===== src/rtl/decode_pkg.sv =====
// Shared opcode/funct constants and the decoded-instruction record.
// Latency: n/a (types and constants only).
// Backpressure: n/a.
package decode_pkg;

  localparam logic [6:0] OP_LUI    = 7'b0110111;
  localparam logic [6:0] OP_AUIPC  = 7'b0010111;
  localparam logic [6:0] OP_JAL    = 7'b1101111;
  localparam logic [6:0] OP_JALR   = 7'b1100111;
  localparam logic [6:0] OP_BRANCH = 7'b1100011;
  localparam logic [6:0] OP_LOAD   = 7'b0000011;
  localparam logic [6:0] OP_STORE  = 7'b0100011;
  localparam logic [6:0] OP_IMM    = 7'b0010011;
  localparam logic [6:0] OP_OP     = 7'b0110011;
  localparam logic [6:0] OP_AMO    = 7'b0101111;
  localparam logic [6:0] OP_FENCE  = 7'b0001111;
  localparam logic [6:0] OP_SYSTEM = 7'b1110011;

  localparam logic [4:0] AMO_LR   = 5'b00010;
  localparam logic [4:0] AMO_SC   = 5'b00011;
  localparam logic [4:0] AMO_SWAP = 5'b00001;
  localparam logic [4:0] AMO_ADD  = 5'b00000;
  localparam logic [4:0] AMO_XOR  = 5'b00100;
  localparam logic [4:0] AMO_AND  = 5'b01100;
  localparam logic [4:0] AMO_OR   = 5'b01000;
  localparam logic [4:0] AMO_MIN  = 5'b10000;
  localparam logic [4:0] AMO_MAX  = 5'b10100;
  localparam logic [4:0] AMO_MINU = 5'b11000;
  localparam logic [4:0] AMO_MAXU = 5'b11100;

  typedef struct packed {
    logic [31:0] pc;
    logic [6:0]  funct7;
    logic [4:0]  rd;
    logic [4:0]  rs1;
    logic [4:0]  rs2;
    logic [31:0] imm;
    logic lui, auipc, jal, jalr;
    logic beq, bne, blt, bge, bltu, bgeu;
    logic lb, lh, lw, lbu, lhu, sb, sh, sw;
    logic addi, slti, sltiu, xori, ori, andi, slli, srli, srai;
    logic add, sub, sll, slt, sltu, xor_, srl, sra, or_, and_;
    logic fence, fence_i, ecall, ebreak;
    logic csrrw, csrrs, csrrc, csrrwi, csrrsi, csrrci;
    logic mul, mulh, mulhsu, mulhu, div, divu, rem, remu;
    logic lr, sc, amoswap, amoadd, amoxor, amoand, amoor;
    logic amomin, amomax, amominu, amomaxu, aq, rl;
    logic rv32m, rv32a;
    logic is_load, is_store, is_conditional_jump, writes_to_reg, illegal;
  } instructions;

endpackage


===== src/rtl/decode_stage_if.sv =====
// Fetch-side and execute-side handshake bundle of the decode stage.
// Latency: n/a (wiring only).
// Backpressure: in_ready/out_ready valid-ready pairs.
interface decode_stage_if;
  import decode_pkg::*;

  logic        in_valid;
  logic        in_ready;
  logic [31:0] in_pc;
  logic [31:0] in_instr;
  logic        out_valid;
  logic        out_ready;
  instructions out_instr;
  logic [4:0]  out_rs1;
  logic [4:0]  out_rs2;
  logic        out_illegal;

  modport master (
    output in_valid, in_pc, in_instr, out_ready,
    input  in_ready, out_valid, out_instr, out_rs1, out_rs2, out_illegal
  );

  modport slave (
    input  in_valid, in_pc, in_instr, out_ready,
    output in_ready, out_valid, out_instr, out_rs1, out_rs2, out_illegal
  );
endinterface


===== src/rtl/decode_logic.sv =====
// Combinational RV32IMA+Zicsr decoder: raw word + pc -> instructions record.
// Latency: 0 cycles, purely combinational.
// Backpressure: none, no state.
module decode_logic
  import decode_pkg::*;
#(
  parameter bit ENABLE_M = 1'b1,
  parameter bit ENABLE_A = 1'b1
) (
  input  logic [31:0] i_pc,
  input  logic [31:0] i_instr,
  output instructions o_dec
);

  logic [6:0]  w_op, w_f7;
  logic [2:0]  w_f3;
  logic [4:0]  w_f5, w_rd, w_rs1, w_rs2;
  logic [31:0] w_imm_i, w_imm_s, w_imm_b, w_imm_u, w_imm_j;
  logic        w_base, w_alt, w_mext;
  logic        w_legal;
  instructions w_d;

  assign w_op   = i_instr[6:0];
  assign w_rd   = i_instr[11:7];
  assign w_f3   = i_instr[14:12];
  assign w_rs1  = i_instr[19:15];
  assign w_rs2  = i_instr[24:20];
  assign w_f7   = i_instr[31:25];
  assign w_f5   = i_instr[31:27];
  assign w_imm_i = {{20{i_instr[31]}}, i_instr[31:20]};
  assign w_imm_s = {{20{i_instr[31]}}, i_instr[31:25], i_instr[11:7]};
  assign w_imm_b = {{19{i_instr[31]}}, i_instr[31], i_instr[7], i_instr[30:25], i_instr[11:8], 1'b0};
  assign w_imm_u = {i_instr[31:12], 12'd0};
  assign w_imm_j = {{11{i_instr[31]}}, i_instr[31], i_instr[19:12], i_instr[20], i_instr[30:21], 1'b0};
  assign w_base = (w_f7 == 7'b0000000);
  assign w_alt  = (w_f7 == 7'b0100000);
  assign w_mext = (w_f7 == 7'b0000001) && ENABLE_M;

  // Classify the word and fill format fields; anything not matched leaves w_legal low.
  always_comb begin
    w_d        = '0;
    w_legal    = 1'b0;
    w_d.pc     = i_pc;
    w_d.funct7 = w_f7;
    w_d.rd     = w_rd;
    w_d.rs1    = w_rs1;
    w_d.rs2    = w_rs2;
    w_d.imm    = w_imm_i;
    case (w_op)
      OP_LUI, OP_AUIPC: begin
        w_legal = 1'b1;
        w_d.lui = (w_op == OP_LUI);
        w_d.auipc = (w_op == OP_AUIPC);
        w_d.imm = w_imm_u; w_d.rs1 = '0; w_d.rs2 = '0; w_d.writes_to_reg = 1'b1;
      end
      OP_JAL: begin
        w_legal = 1'b1; w_d.jal = 1'b1;
        w_d.imm = w_imm_j; w_d.rs1 = '0; w_d.rs2 = '0; w_d.writes_to_reg = 1'b1;
      end
      OP_JALR: begin
        w_legal = (w_f3 == 3'b000); w_d.jalr = 1'b1;
        w_d.rs2 = '0; w_d.writes_to_reg = 1'b1;
      end
      OP_BRANCH: begin
        w_d.beq = (w_f3 == 3'b000); w_d.bne  = (w_f3 == 3'b001);
        w_d.blt = (w_f3 == 3'b100); w_d.bge  = (w_f3 == 3'b101);
        w_d.bltu = (w_f3 == 3'b110); w_d.bgeu = (w_f3 == 3'b111);
        w_legal = (w_f3 != 3'b010) && (w_f3 != 3'b011);
        w_d.imm = w_imm_b; w_d.rd = '0; w_d.is_conditional_jump = 1'b1;
      end
      OP_LOAD: begin
        w_d.lb = (w_f3 == 3'b000); w_d.lh = (w_f3 == 3'b001); w_d.lw = (w_f3 == 3'b010);
        w_d.lbu = (w_f3 == 3'b100); w_d.lhu = (w_f3 == 3'b101);
        w_legal = w_d.lb || w_d.lh || w_d.lw || w_d.lbu || w_d.lhu;
        w_d.rs2 = '0; w_d.is_load = 1'b1; w_d.writes_to_reg = 1'b1;
      end
      OP_STORE: begin
        w_d.sb = (w_f3 == 3'b000); w_d.sh = (w_f3 == 3'b001); w_d.sw = (w_f3 == 3'b010);
        w_legal = w_d.sb || w_d.sh || w_d.sw;
        w_d.imm = w_imm_s; w_d.rd = '0; w_d.is_store = 1'b1;
      end
      OP_IMM: begin
        w_d.addi = (w_f3 == 3'b000); w_d.slti = (w_f3 == 3'b010); w_d.sltiu = (w_f3 == 3'b011);
        w_d.xori = (w_f3 == 3'b100); w_d.ori  = (w_f3 == 3'b110); w_d.andi  = (w_f3 == 3'b111);
        w_d.slli = (w_f3 == 3'b001) && w_base;
        w_d.srli = (w_f3 == 3'b101) && w_base;
        w_d.srai = (w_f3 == 3'b101) && w_alt;
        w_legal = ((w_f3 != 3'b001) && (w_f3 != 3'b101)) || w_d.slli || w_d.srli || w_d.srai;
        w_d.rs2 = '0; w_d.writes_to_reg = 1'b1;
      end
      OP_OP: begin
        w_d.add  = w_base && (w_f3 == 3'b000); w_d.sll  = w_base && (w_f3 == 3'b001);
        w_d.slt  = w_base && (w_f3 == 3'b010); w_d.sltu = w_base && (w_f3 == 3'b011);
        w_d.xor_ = w_base && (w_f3 == 3'b100); w_d.srl  = w_base && (w_f3 == 3'b101);
        w_d.or_  = w_base && (w_f3 == 3'b110); w_d.and_ = w_base && (w_f3 == 3'b111);
        w_d.sub  = w_alt && (w_f3 == 3'b000);  w_d.sra  = w_alt && (w_f3 == 3'b101);
        w_d.rv32m = w_mext;
        w_d.mul  = w_mext && (w_f3 == 3'b000); w_d.mulh   = w_mext && (w_f3 == 3'b001);
        w_d.mulhsu = w_mext && (w_f3 == 3'b010); w_d.mulhu = w_mext && (w_f3 == 3'b011);
        w_d.div  = w_mext && (w_f3 == 3'b100); w_d.divu   = w_mext && (w_f3 == 3'b101);
        w_d.rem  = w_mext && (w_f3 == 3'b110); w_d.remu   = w_mext && (w_f3 == 3'b111);
        w_legal = w_base || w_d.sub || w_d.sra || w_mext;
        w_d.writes_to_reg = 1'b1;
      end
      OP_AMO: begin
        w_d.lr = (w_f5 == AMO_LR);       w_d.sc = (w_f5 == AMO_SC);
        w_d.amoswap = (w_f5 == AMO_SWAP); w_d.amoadd = (w_f5 == AMO_ADD);
        w_d.amoxor = (w_f5 == AMO_XOR);   w_d.amoand = (w_f5 == AMO_AND);
        w_d.amoor = (w_f5 == AMO_OR);     w_d.amomin = (w_f5 == AMO_MIN);
        w_d.amomax = (w_f5 == AMO_MAX);   w_d.amominu = (w_f5 == AMO_MINU);
        w_d.amomaxu = (w_f5 == AMO_MAXU);
        w_d.aq = w_f7[1]; w_d.rl = w_f7[0]; w_d.rv32a = 1'b1;
        w_legal = ENABLE_A && (w_f3 == 3'b010) &&
                  ((w_d.lr && (w_rs2 == 5'd0)) || w_d.sc || w_d.amoswap || w_d.amoadd ||
                   w_d.amoxor || w_d.amoand || w_d.amoor || w_d.amomin || w_d.amomax ||
                   w_d.amominu || w_d.amomaxu);
        w_d.writes_to_reg = 1'b1;
      end
      OP_FENCE: begin
        // rd/rs1 of fence are reserved fields and deliberately not checked.
        w_d.fence = (w_f3 == 3'b000); w_d.fence_i = (w_f3 == 3'b001);
        w_legal = w_d.fence || w_d.fence_i;
        w_d.rs2 = '0;
      end
      OP_SYSTEM: begin
        w_d.ecall  = (w_f3 == 3'b000) && (i_instr[31:20] == 12'd0);
        w_d.ebreak = (w_f3 == 3'b000) && (i_instr[31:20] == 12'd1);
        w_d.csrrw  = (w_f3 == 3'b001); w_d.csrrs  = (w_f3 == 3'b010); w_d.csrrc  = (w_f3 == 3'b011);
        w_d.csrrwi = (w_f3 == 3'b101); w_d.csrrsi = (w_f3 == 3'b110); w_d.csrrci = (w_f3 == 3'b111);
        w_legal = w_d.ecall || w_d.ebreak || ((w_f3 != 3'b000) && (w_f3 != 3'b100));
        w_d.rs2 = '0;
        w_d.writes_to_reg = (w_f3 != 3'b000) && (w_rd != 5'd0);
      end
      default: w_legal = 1'b0;
    endcase
    if (i_instr[1:0] != 2'b11) w_legal = 1'b0;
  end

  // Illegal words drop every flag and carry the raw word in imm as the trap value.
  always_comb begin
    o_dec = w_d;
    if (!w_legal) begin
      o_dec         = '0;
      o_dec.pc      = i_pc;
      o_dec.funct7  = w_f7;
      o_dec.rd      = w_rd;
      o_dec.rs1     = w_rs1;
      o_dec.rs2     = w_rs2;
      o_dec.imm     = i_instr;
      o_dec.illegal = 1'b1;
    end
  end

endmodule


===== src/rtl/decode_stage.sv =====
// Decode stage: decodes fetched words and queues them in a DEPTH-entry FIFO.
// Latency: accept in cycle N is visible at the output in cycle N+1 at the earliest.
// Backpressure: in_ready drops when full or flushing; no pass-through while full.
module decode_stage
  import decode_pkg::*;
#(
  parameter int DEPTH    = 2,
  parameter bit ENABLE_M = 1'b1,
  parameter bit ENABLE_A = 1'b1
) (
  input logic           clk,
  input logic           rstn,
  input logic           flush,
  decode_stage_if.slave bus
);

  localparam int PW = (DEPTH > 1) ? $clog2(DEPTH) : 1;
  localparam int CW = $clog2(DEPTH + 1);
  localparam logic [PW-1:0] LAST = PW'(DEPTH - 1);
  localparam logic [CW-1:0] FULL = CW'(DEPTH);

  instructions   r_mem [DEPTH];
  logic [PW-1:0] r_rd, r_wr;
  logic [CW-1:0] r_cnt;
  instructions   w_dec, w_head;
  logic          w_push, w_pop;

  // Pointers wrap at DEPTH-1 so non-power-of-two depths stay in range.
  function automatic logic [PW-1:0] f_next(input logic [PW-1:0] p);
    return (p == LAST) ? '0 : p + PW'(1);
  endfunction

  decode_logic #(.ENABLE_M(ENABLE_M), .ENABLE_A(ENABLE_A)) u_decode (
    .i_pc   (bus.in_pc),
    .i_instr(bus.in_instr),
    .o_dec  (w_dec)
  );

  // rstn gates in_ready so fetch sees no room while reset is held.
  assign bus.in_ready    = rstn && (r_cnt < FULL) && !flush;
  assign bus.out_valid   = (r_cnt != '0);
  assign w_push          = bus.in_valid && bus.in_ready;
  assign w_pop           = bus.out_valid && bus.out_ready && !flush;
  assign w_head          = r_mem[r_rd];
  assign bus.out_instr   = w_head;
  assign bus.out_rs1     = w_head.rs1;
  assign bus.out_rs2     = w_head.rs2;
  assign bus.out_illegal = bus.out_valid && w_head.illegal;

  // Entry storage: written on accept only, never reset.
  always_ff @(posedge clk) begin
    if (w_push) r_mem[r_wr] <= w_dec;
  end

  // Pointer/count bookkeeping; flush empties the queue by snapping rd onto wr.
  always_ff @(posedge clk) begin
    if (!rstn) begin
      r_cnt <= '0;
      r_rd  <= '0;
      r_wr  <= '0;
    end else if (flush) begin
      r_cnt <= '0;
      r_rd  <= r_wr;
    end else begin
      if (w_push) r_wr <= f_next(r_wr);
      if (w_pop)  r_rd <= f_next(r_rd);
      case ({w_push, w_pop})
        2'b10:   r_cnt <= r_cnt + CW'(1);
        2'b01:   r_cnt <= r_cnt - CW'(1);
        default: r_cnt <= r_cnt;
      endcase
    end
  end

endmodule


===== src/flat_wrapper.sv =====
// flat-port wrapper written by rule: the top's interface ports become plain ports
module decode_stage_flat import decode_pkg::*;
#(
  parameter int DEPTH    = 2,
  parameter bit ENABLE_M = 1'b1,
  parameter bit ENABLE_A = 1'b1
)
  (clk, rstn, flush, bus_in_valid, bus_in_pc, bus_in_instr, bus_out_ready, bus_in_ready, bus_out_valid, bus_out_instr, bus_out_rs1, bus_out_rs2, bus_out_illegal);
  decode_stage_if bus_i ();
  input logic clk;
  input logic rstn;
  input logic flush;
  input wire logic [$bits(bus_i.in_valid)-1:0] bus_in_valid;
  input wire logic [$bits(bus_i.in_pc)-1:0] bus_in_pc;
  input wire logic [$bits(bus_i.in_instr)-1:0] bus_in_instr;
  input wire logic [$bits(bus_i.out_ready)-1:0] bus_out_ready;
  output wire logic [$bits(bus_i.in_ready)-1:0] bus_in_ready;
  output wire logic [$bits(bus_i.out_valid)-1:0] bus_out_valid;
  output wire logic [$bits(bus_i.out_instr)-1:0] bus_out_instr;
  output wire logic [$bits(bus_i.out_rs1)-1:0] bus_out_rs1;
  output wire logic [$bits(bus_i.out_rs2)-1:0] bus_out_rs2;
  output wire logic [$bits(bus_i.out_illegal)-1:0] bus_out_illegal;
  assign bus_i.in_valid = bus_in_valid;
  assign bus_i.in_pc = bus_in_pc;
  assign bus_i.in_instr = bus_in_instr;
  assign bus_i.out_ready = bus_out_ready;
  assign bus_in_ready = bus_i.in_ready;
  assign bus_out_valid = bus_i.out_valid;
  assign bus_out_instr = bus_i.out_instr;
  assign bus_out_rs1 = bus_i.out_rs1;
  assign bus_out_rs2 = bus_i.out_rs2;
  assign bus_out_illegal = bus_i.out_illegal;
  decode_stage #(.DEPTH(DEPTH), .ENABLE_M(ENABLE_M), .ENABLE_A(ENABLE_A)) u_core (.clk(clk), .rstn(rstn), .flush(flush), .bus(bus_i));
endmodule

===== config.mk =====
export PLATFORM = sky130hd
export DESIGN_NAME = decode_stage_flat
export DESIGN_NICKNAME = d
export VERILOG_FILES = /design/src/rtl/decode_pkg.sv /design/src/rtl/decode_stage_if.sv /design/src/rtl/decode_logic.sv /design/src/rtl/decode_stage.sv /design/src/flat_wrapper.sv
export SDC_FILE = /design/constraint.sdc
export NUM_CORES = 1
export LEC_CHECK = 0
export BUFFER_PORTS_ARGS = -buffer_cell sky130_fd_sc_hd__buf_2
export CELL_PAD_IN_SITES_DETAIL_PLACEMENT = 1
export CELL_PAD_IN_SITES_GLOBAL_PLACEMENT = 2
export CORE_MARGIN = 5
export CORE_UTILIZATION = 40
export CTS_BUF_LIST = sky130_fd_sc_hd__clkbuf_8
export CTS_CLUSTER_DIAMETER = 30
export DETAILED_ROUTE_END_ITERATION = 8
export PLACE_DENSITY_LB_ADDON = 0.1
export SYNTH_ARGS = -nofsm -noshare
export SYNTH_HDL_FRONTEND = slang
export SYNTH_SLANG_ARGS = --single-unit
export TNS_END_PERCENT = 10

===== constraint.sdc =====
create_clock -name clk -period 26.3 [get_ports clk]
set_input_delay 5.26 -clock clk [delete_from_list [all_inputs] [get_ports clk]]
set_output_delay 5.26 -clock clk [all_outputs]
set_load 0.005 [all_outputs]

==> results.md <==
- Comb pwr share: under 10%
- Slowest stage delay, CP: ~0.2 ns
- Share of layout cells above drive strength 1: 47.4%
- Worst slew margin: a little over a quarter
- DRT Pass-1 Iters: 4
- Leakage: between 6 and 7 nW
- Boundary Pins: approximately 240
- Area grow syn2layout: 24.1%
- WL final: ~34 mm
- Crit path kind: in2out
- Critical-path top delay cell: nor2_1
- Hold WC Path Type: reg2reg
- Total GRT Usage: between 10% and 20%
- Num CTS Buffers: 77
- Clock sinks: 325
- Die Area: about 0.037 mm²
- Status: completed
- Dominant cell type by area after synthesis: edfxtp_1
- Routability cong.: 0.765
- Cts hold-fix bufs: 0
- Main synth FF type: edfxtp_1
- HPWL Detailed: around 22 mm
- Fmax: 0.0896 GHz
- Worst r2r path cells: 5
- Mapped Nets: 878
- Clock power frac: between 40% and 50%
- CTS tree: yes
- Post-CTS Resized: 0
- WP data required: roughly 21 ns
- FP Rows: 66
- Vias per cell: 5.02
- Tcrit/Tclk final: 42.4%
- GRT Residual Overflow: 0
- Synth warn: 0
- Hold EP: u_core.r_cnt[1]
- Yosys cell types: 60
- Max Slew Vio Count: 0
- Pwr per Cell Area: 75.4 mW/mm²
- Critical path peak fanout: 4
- First-pass GRT wire length: between 50 and 60 mm
- Post-Synthesis Mean Instance Area: about 17 µm²
- Vias post-DR: approximately 8000
- Port bufs: ~240
- Clk buf depth: 3
- Top cells by area, synth: edfxtp_1, mux2_2, nor2_1
- Drt drc: 0
- NetSw: 271 µW
- Crit path time final: roughly 11 ns
- Crit-path most repeated cell: buf_2
- Number of global-route vias before repair: 8633
- Synthesized area: about 0.013 mm²
- EDFF count, synth: 320
- Clock transition at the registers of the reported paths: around 0.050 ns
- RSZ-0062 raised after global routing: false
- Clock Latency Late Sink: between 0.5 and 0.6 ns
- Final nets: approximately 1200
- Final clock skew: a little under 0.01 ns
- Worst-Margin Slew: 1.10 ns
- Root buffer cell: clkbuf_8
- Die H: slightly below 200 µm
- R2R setup slack: about 24 ns
- Core Footprint: approximately 0.033 mm²
- R2R Path Start: u_core.r_cnt[1]
- Post-synthesis register bit count: about 330
- Initial DRC count: around 480
- HP Start: u_core.r_cnt[1]
- Wire per inst: 21.3 µm
- Crit path cell chain: buf_2 -> nand2b_1 -> nor2_1 -> buf_2
- Reg-to-Reg End: u_core.r_mem[0][0]
- Post-layout total power: approximately 1.2 mW
- Register area share after synthesis: roughly 73%
- N_diodes: 0
- Synth top area share: 72.1%
- Post-CTS setup buffer count: 0
- Starting Density: 40.8%
- Worst Hold Depth: 2
- WP data arrival: slightly below 6 ns
- Startpoint Class: input pin
- Sw Share: between 20% and 30%
- Final setup TNS: 0 ns
- Initial antenna violation count: 0
- Syn Inst Count: around 810
- Routed Antenna Nets: 0
- # Max-Cap Violations: 0
- VDD IR max: just over 0.07 mV
- Int Power: approximately 980 µW
- Sequential share of power: a little under half
- DIE WIDTH: 193 µm
- Async set-reset flop share out of synthesis: 0%
- CTS H-tree lvls: 3
- Final setup fails: 0
- Largest net degree at the start of global routing: between 60 and 70
- CP Capture Type: output pin
- Final Hold Viols: 0
-- cells in the mapped netlist (all sizes together) (2+ instances only) --
cell,count
nor3b,3
nor3,15
and4,2
o21ai,14
inv,20
nand2,24
a22oi,5
clkbuf,23
nand4,2
mux2,160
nand3b,3
nor2,71
and2,9
a211oi,2
a21boi,5
buf,26
nand2b,3
o21a,3
xor2,3
nor4bb,2
and3,2
o31ai,7
a21o,13
a21oi,9
nor2b,4
nor4,7
or3,3
o22ai,8
nand3,22
dfxtp,5
edfxtp,320
-- metal layers --
layer	track usage, %	wire length [µm]	vias up
li1	-	-	3674
met1	23.3	14900	4063
met5	0	0	-
met4	5.16	499	0
met3	5.03	1980	40
met2	30.0	16600	217
-- cells in the final DEF (no fill, tap or decap), drive strengths merged, types with 8 or more instances in the layout --
cell type and instances:
a21o 13, a21oi 9, and2 9, buf 250, bufinv 9, clkbuf 82, clkinv 29, clkinvlp 10
edfxtp 320, inv 30, mux2 160, nand2 24, nand3 22, nor2 71, nor3 15, o21ai 14
o22ai 8
-- flip-flops by register name (all words and copies together) (netlist names), named ones only --
signal        flops
u_core.r_wr       1
u_core.r_cnt      2
u_core.r_mem    320
u_core.r_rd       1
-- worst max path at each step --
stage | from | depth (start not counted) | to | slack [ns]
5_1_grt | flush | 4 | bus_in_ready | 15.11
4_1_cts | flush | 4 | bus_in_ready | 15.15
3_3_place_gp | flush | 4 | bus_in_ready | 15.19
2_1_floorplan | flush | 4 | u_core.r_mem[0][0] | 13.25
3_5_place_dp | flush | 4 | bus_in_ready | 15.15
6_report | flush | 4 | bus_in_ready | 15.14
-- power groups by stage --
| stage | Sequential [mW] | Clock (mW) | Combinational, mW |
|---|---|---|---|
| final | 0.577 | 0.615 | 0.0554 |
| after global routing | 0.577 | 0.669 | 0.0605 |
| after CTS | 0.577 | 0.636 | 0.0565 |
| after global placement | 0.587 | 0 | 0.0554 |
| after floorplan | 0.589 | 0 | 0.0309 |
| after detailed placement | 0.588 | 0 | 0.0562 |
-- final cells by class --
cell class                 instances  area (µm²)
sequential                       325        9710
fill                            3288       16200
timing repair buffer             250        1270
multi-input combinational        414        3290
tap                              442         553
inverter                          20        75.1
clock inverter                    58         524
clock buffer                      82        1130
-- worst max-delay path: cells and delay by family --
kind,cells,cell delay [ns]
AND/OR/NAND/NOR,2,0.37
buffers and inverters,2,0.27
-- metrics by stage --
step	util, %	std cells	setup WS, ns	area (µm²)	hold WS (ns)
floorplan	-	808	13.25	13300	0.467
global placement	45.6	1451	15.19	14900	0.514
detailed placement	45.6	1451	15.15	14900	0.509
CTS	50.6	1591	15.15	16600	0.516
global route	50.6	1591	15.11	16600	0.570
finish	50.6	1591	15.14	16600	0.513
-- kinds of logic (layout without fill, tap and decap cells) --
kind of cell	Yosys count	count (layout)	share of synthesized area, %
AOI/OAI and AO/OA	71	71	3.76
xor gates and xnor gates	4	4	0.263
DFF	325	325	72.8
muxes	161	161	13.6
and+or+nand+nor	177	177	6.84
buffers and inverters	69	410	2.65
adders and majority gates	1	1	0.0938
(Power assumes the default switching activity.)
